<file path="config.mk">
export PLATFORM = sky130hd
export DESIGN_NAME = pipeline_hazard_unit
export DESIGN_NICKNAME = d
export VERILOG_FILES = /design/src/rtl/core_pkg.sv /design/src/rtl/hazard_scoreboard.sv /design/src/rtl/pipeline_hazard_unit.sv
export SDC_FILE = /design/constraint.sdc
export NUM_CORES = 1
export LEC_CHECK = 0
export CAP_MARGIN = 20
export CORE_MARGIN = 2
export CORE_UTILIZATION = 37
export DETAILED_ROUTE_END_ITERATION = 7
export PLACE_DENSITY = 0.85
export SLEW_MARGIN = 25
export SYNTH_ARGS = -nofsm -noshare
export SYNTH_HDL_FRONTEND = slang
export SYNTH_SLANG_ARGS = --single-unit
</file>
<file path="constraint.sdc">
create_clock -name clk -period 1.55 [get_ports clk]
set_input_delay 0.155 -clock clk [delete_from_list [all_inputs] [get_ports clk]]
set_output_delay 0.155 -clock clk [all_outputs]
set_load 0.02 [all_outputs]
</file>
<file path="src/rtl/core_pkg.sv">
// Shared core definitions: register-number defaults, the hazard scoreboard
// entry layout and the "no forwarding" select value.
package core_pkg;

    // Default register-number width of the core.
    localparam int REG_AW_DEFAULT = 4;

    // Widest register number an sb_entry_t can hold; narrower register numbers
    // are zero-extended into the entry.
    localparam int REG_AW_MAX = 8;

    // Forwarding select meaning "use the ID_EX register data".
    localparam int FWD_NONE = 0;

    // One in-flight producer: valid, destination register, is-a-load.
    typedef struct packed {
        logic                  v;
        logic [REG_AW_MAX-1:0] wn;
        logic                  ld;
    } sb_entry_t;

endpackage

</file>
<file path="src/rtl/hazard_scoreboard.sv">
// Shift chain of in-flight destination registers, one entry per stage from
// EX (index 0) to WB (index DEPTH-1). The chain advances every cycle with no
// hold: a stalled or killed instruction simply becomes a bubble at index 0.
// Exposes per-stage match vectors for both ID source operands.
module hazard_scoreboard
    import core_pkg::*;
#(
    parameter int REG_AW = REG_AW_DEFAULT,
    parameter int DEPTH  = 3
) (
    input  logic              clk,
    input  logic              rst,
    input  logic              push,
    input  logic [REG_AW-1:0] push_wn,
    input  logic              push_ld,
    input  logic [REG_AW-1:0] rn1,
    input  logic [REG_AW-1:0] rn2,
    output logic [DEPTH-1:0]  match1,
    output logic [DEPTH-1:0]  match2,
    output logic [DEPTH-1:0]  ld_vec
);

    sb_entry_t entry_q [DEPTH];
    sb_entry_t entry_d [DEPTH];

    // Entry 0 takes the instruction leaving ID, or a bubble.
    always_comb begin
        entry_d[0] = '0;
        if (push) begin
            entry_d[0].v  = 1'b1;
            entry_d[0].wn = REG_AW_MAX'(push_wn);
            entry_d[0].ld = push_ld;
        end
    end

    genvar gi;
    generate
        for (gi = 1; gi < DEPTH; gi++) begin : g_shift
            assign entry_d[gi] = entry_q[gi-1];
        end

        for (gi = 0; gi < DEPTH; gi++) begin : g_entry
            // Per-stage entry register, cleared to empty by reset.
            always_ff @(posedge clk or negedge rst) begin
                if (!rst) begin
                    entry_q[gi] <= '0;
                end else begin
                    entry_q[gi] <= entry_d[gi];
                end
            end

            assign match1[gi] = entry_q[gi].v && (entry_q[gi].wn == REG_AW_MAX'(rn1));
            assign match2[gi] = entry_q[gi].v && (entry_q[gi].wn == REG_AW_MAX'(rn2));
            assign ld_vec[gi] = entry_q[gi].ld;
        end
    endgenerate

endmodule

</file>
<file path="src/rtl/pipeline_hazard_unit.sv">
// Hazard and forwarding controller beside the ID stage. Tracks producers in
// EX, M1..M_LOAD_LAT and WB, raises a combinational load-use stall, and
// registers per-operand forwarding selects for the consumer's EX cycle.
// Optional stall-cycle counter: define HAZARD_PERF_CNT_EN to build it.
module pipeline_hazard_unit
    import core_pkg::*;
#(
    parameter int REG_AW   = REG_AW_DEFAULT,
    parameter int LOAD_LAT = 1,
    parameter int SEL_W    = $clog2(LOAD_LAT + 2)
) (
    input  logic              clk,
    input  logic              rst,
    input  logic              id_valid,
    input  logic [REG_AW-1:0] id_rn1,
    input  logic [REG_AW-1:0] id_rn2,
    input  logic              id_use1,
    input  logic              id_use2,
    input  logic [REG_AW-1:0] id_wn,
    input  logic              id_enrw,
    input  logic              id_mr,
    input  logic              flush,
    output logic              stall,
    output logic [SEL_W-1:0]  ex_fwd_a,
    output logic [SEL_W-1:0]  ex_fwd_b,
    output logic [31:0]       stall_cnt
);

    localparam int D = LOAD_LAT + 2;

    // Stages whose load would still be in the memory pipe next cycle.
    localparam logic [D-1:0] STALL_WIN = D'((1 << LOAD_LAT) - 1);
    // Last memory stage: a load there reaches WB next cycle and can forward.
    localparam logic [D-1:0] LAST_MEM  = D'(1) << LOAD_LAT;
    // WB producers are covered by the write-through register file.
    localparam logic [D-1:0] WB_BIT    = D'(1) << (D - 1);

    logic [D-1:0]     match1, match2, ld_vec;
    logic [D-1:0]     fwd_ok, cand1, cand2;
    logic             load_hit1, load_hit2, issue, push;
    logic [SEL_W-1:0] ex_fwd_a_q, ex_fwd_a_d, ex_fwd_b_q, ex_fwd_b_d;

    // Youngest forwardable producer wins; select is its next-cycle stage.
    function automatic logic [SEL_W-1:0] youngest(input logic [D-1:0] cand);
        logic [SEL_W-1:0] sel;
        sel = SEL_W'(FWD_NONE);
        for (int s = D - 2; s >= 0; s--) begin
            if (cand[s]) begin
                sel = SEL_W'(s + 1);
            end
        end
        return sel;
    endfunction

    hazard_scoreboard #(
        .REG_AW (REG_AW),
        .DEPTH  (D)
    ) u_scoreboard (
        .clk     (clk),
        .rst     (rst),
        .push    (push),
        .push_wn (id_wn),
        .push_ld (id_mr),
        .rn1     (id_rn1),
        .rn2     (id_rn2),
        .match1  (match1),
        .match2  (match2),
        .ld_vec  (ld_vec)
    );

    // Stall detection, issue decision and next forwarding selects.
    always_comb begin
        load_hit1  = id_use1 && |(match1 & ld_vec & STALL_WIN);
        load_hit2  = id_use2 && |(match2 & ld_vec & STALL_WIN);
        stall      = id_valid && !flush && (load_hit1 || load_hit2);
        issue      = id_valid && !flush && !stall;
        push       = issue && id_enrw;
        fwd_ok     = (~ld_vec | LAST_MEM) & ~WB_BIT;
        cand1      = match1 & fwd_ok;
        cand2      = match2 & fwd_ok;
        ex_fwd_a_d = (issue && id_use1) ? youngest(cand1) : SEL_W'(FWD_NONE);
        ex_fwd_b_d = (issue && id_use2) ? youngest(cand2) : SEL_W'(FWD_NONE);
    end

    // Forwarding select registers, valid during the consumer's EX cycle.
    always_ff @(posedge clk or negedge rst) begin
        if (!rst) begin
            ex_fwd_a_q <= SEL_W'(FWD_NONE);
            ex_fwd_b_q <= SEL_W'(FWD_NONE);
        end else begin
            ex_fwd_a_q <= ex_fwd_a_d;
            ex_fwd_b_q <= ex_fwd_b_d;
        end
    end

    assign ex_fwd_a = ex_fwd_a_q;
    assign ex_fwd_b = ex_fwd_b_q;

`ifdef HAZARD_PERF_CNT_EN
    logic [31:0] stall_cnt_q, stall_cnt_d;

    // Saturating count of stall cycles.
    always_comb begin
        stall_cnt_d = stall_cnt_q;
        if (stall && (stall_cnt_q != 32'hFFFF_FFFF)) begin
            stall_cnt_d = stall_cnt_q + 32'd1;
        end
    end

    // Stall counter register.
    always_ff @(posedge clk or negedge rst) begin
        if (!rst) begin
            stall_cnt_q <= '0;
        end else begin
            stall_cnt_q <= stall_cnt_d;
        end
    end

    assign stall_cnt = stall_cnt_q;
`else
    assign stall_cnt = '0;
`endif

endmodule
</file>
==> summary.md <==
### Global routing
- total congestion overflow: 0
- antenna violations before repair: 0
- largest net degree at the start of global routing: 16
- global-route total usage across every layer: 12.7%
- via count of the first global-routing pass: 635
- first-pass GRT wire length: 2710 µm

### Clock network
- clock root cell: sky130_fd_sc_hd__clkbuf_4
- maximum buffer depth of the clock tree: 2
- H-tree Lvls: 1
- clk slew on worst S/H paths: 80 ps
- number of clock buffers inserted by TritonCTS: 3
- clock sink count: 15
- CTS tree: yes
- clock latency of the later-clocked register in the worst-skew pair: 280 ps

### Detailed routing
- first-pass iteration count of the detailed router: 4
- WL per Instance: 11.0 µm
- Top Layer Used: met4
- vias per inst: 4.27
- Post-Route M1 WL: 744 µm
- wire length on met2: 976 µm
- wire length reported by the detailed router: 1890 µm
- post-detailed-route DRC marker count: 0
- count of nets left with antenna violations after detail routing: 0
- count of vias placed by the detailed router: 734
- number of DRC markers after the initial detailed-route iteration: 6
- met3 WL: 129 µm

### Critical path
- worst reg2reg startpoint: u_scoreboard.entry_d[14]$_DFF_PN0_
- maximum net fanout on the critical path: 3
- critical path class: reg -> out
- data required time of the critical path: 1390 ps
- CP Data Arrival Time: 1560 ps
- number of buffers and inverters on the critical path: 1
- highest-delay cell along the critical path: sky130_fd_sc_hd__dfrtp_2
- critical path, cell by cell: xor2_2 -> nor3_2 -> nand2_1 -> a21oi_2 -> buf_6
- sort of element at the end of the critical path: output port
- sort of element at the start of the critical path: register
- CP peak stage delay: 450 ps
- Largest delay share family, worst path: flip-flops
- start point of the critical path: u_scoreboard.entry_d[14]$_DFF_PN0_

### Logic synthesis
- yosys synthesis warning count: 0
- share of the yosys chip area belonging to registers: 38.8%
- fraction of the mapped netlist area in compound gates: 3.36%
- synthesized area per cell: 10.3 µm²
- Post-Synth Simple-Gate Area: 16.9%
- cell area after synthesis: 967 µm²
- main combinational cell family by area after synthesis: buffers and inverters
- adder-cell share of the synthesized area: 0%
- fraction of synthesized cell area in xor and xnor cells: 14.5%
- mux cell area share after synthesis: 0%
- #FFs+latches synth: 15
- number of distinct library cell variants in the gate-level netlist after synthesis: 21
- post-synthesis cell count: 94

### Timing
- final worst path period share: 111%
- setup repair after global routing missed its margin: true
- Final Hold Viols: 0
- Worst Skew: 0.797 ps
- accumulated negative setup slack: -169 ps
- Final Max Slew Viols: 0
- post-route minimum period: 1720 ps
- post-layout worst setup margin: -169 ps
- setup violators final: 1
- highest clock rate: 582 MHz

### Placed design
- PortBufs: 24
- detailed placer's ending HPWL: 1580 µm
- worst setup timing slack at the placement stage: -681 ps
- placer's final routability congestion estimate: 0.821

### Layout
- net count of the finished layout: 163
- area grow syn2layout: 44.9%
- proportion of layout cells with a drive suffix above 1: 31.7%
- n_diodes: 0
- final core area utilization: 56.6%
- most common cell after layout, fill and taps aside: sky130_fd_sc_hd__conb_1
- most used cells in the layout excluding fill and tap cells: sky130_fd_sc_hd__conb_1 (32), sky130_fd_sc_hd__clkdlybuf4s50_1 (22), sky130_fd_sc_hd__buf_4 (22)

### Floorplanning
- Die Y: 55.1 µm
- placement row count: 18
- core box area: 2480 µm²
- die outline area: 3040 µm²
- I/O Pins: 57
- width of the die: 55.1 µm
- starting density of the core: 39.0%

### Pwr
- LEAKAGE: 0.000685 µW
- Worst VDD drop: 463 µV
- cell area power density: 615 nW/µm²

### Outcome
- failing checks: setup timing
- run status: finished with violations

### Hold path
- worst min-delay path category: in -> async

### Job
- max cap viols: 0

-- flip-flops by register name, indices dropped and copies added (netlist names) --
| register | count |
|---|---|
| ex_fwd_a | 2 |
| u_scoreboard.ld_vec | 1 |
| ex_fwd_b | 2 |
| u_scoreboard.entry_d | 10 |
-- cell type report --
class	instances	area [µm²]
multi-input cells	77	551
repair buffers	46	409
flip-flops and latches	15	378
well taps	30	37.5
fillers	212	1080
clock buffers	4	26.3
-- layer usage --
layer / global-route usage (%) / vias to the layer above
met2: 23.0 / 45
met3: 1.61 / 4
met1: 14.6 / 337
met5: 0 / -
li1: - / 348
met4: 6.50 / 0
-- Yosys cell counts --
library cell,count,area share (%)
sky130_fd_sc_hd__nor3_1,4,2.1
sky130_fd_sc_hd__nand2b_1,1,0.65
sky130_fd_sc_hd__buf_6,1,1.2
sky130_fd_sc_hd__nand2_1,2,0.78
sky130_fd_sc_hd__nand4_1,4,2.6
sky130_fd_sc_hd__nor4_1,2,1.3
sky130_fd_sc_hd__buf_4,32,25
sky130_fd_sc_hd__nor2b_1,1,0.65
sky130_fd_sc_hd__and3_1,1,0.65
sky130_fd_sc_hd__and3_2,1,0.78
sky130_fd_sc_hd__a21oi_1,1,0.52
sky130_fd_sc_hd__xor2_1,11,10
sky130_fd_sc_hd__and3_4,2,2.3
sky130_fd_sc_hd__nand3_1,1,0.52
sky130_fd_sc_hd__a311oi_2,1,1.6
sky130_fd_sc_hd__conb_1,1,0.39
sky130_fd_sc_hd__dfrtp_1,15,39
sky130_fd_sc_hd__xnor2_1,5,4.5
sky130_fd_sc_hd__o211ai_2,1,1.3
sky130_fd_sc_hd__nor2_1,2,0.78
sky130_fd_sc_hd__nor3b_1,5,3.9
-- worst register-to-register path: cells and delay by family (launching register included) --
family        cells  cell delay [ps]
buf+inv           2              260
xor+xnor          1              160
flops             1              450
simple gates      3              560
-- path summary, 6_finish.rpt --
kind                       cells past startpoint                            endpoint  slack, ps
max                                            5                               stall       -170
min in group clk                               2  u_scoreboard.entry_d[13]$_DFF_PN0_        440
max reg2reg                                    6  u_scoreboard.entry_d[13]$_DFF_PN0_          0
min                                            2   u_scoreboard.entry_d[1]$_DFF_PN0_        190
min reg2reg                                    0   u_scoreboard.entry_d[9]$_DFF_PN0_        450
max in group asynchronous                      2  u_scoreboard.entry_d[14]$_DFF_PN0_       1180
-- power by group --
| group | internal (µW) | total (µW) | switching [µW] | leakage (µW) |
|---|---|---|---|---|
| clock | 99.8 | 217 | 118 | 0.0000150 |
| sequential | 399 | 409 | 9.29 | 0.000203 |
| combinational | 105 | 236 | 130 | 0.000467 |
| total | 605 | 862 | 257 | 0.000685 |
-- metrics by stage --
| step | total power, µW | cells | hold slack, ps | cell area (µm²) |
|---|---|---|---|---|
| 3_5_place_dp | 624 | 163 | 422 | 1240 |
| 5_1_grt | 911 | 172 | 215 | 1400 |
| 6_report | 862 | 172 | 189 | 1400 |
| 2_1_floorplan | 582 | 125 | -141 | 1080 |
| 3_3_place_gp | 618 | 163 | 408 | 1240 |
| 4_1_cts | 849 | 169 | 197 | 1300 |
-- cells by family after synthesis --
| family | Yosys count |
|---|---|
| AO/OA/AOI/OAI | 3 |
| XOR/XNOR | 16 |
| buffers and inverters | 33 |
| flip-flops | 15 |
| other | 1 |
| AND/OR/NAND/NOR | 26 |
-- what timing repair did --
item,4_1_cts,5_1_grt
gates resized for setup,9,14
pin swaps,5,7
hold buffers,0,0
buffers inserted,2,3
setup endpoints to repair,6,7
cloned,0,0
Power figures use the tool's default switching activity.
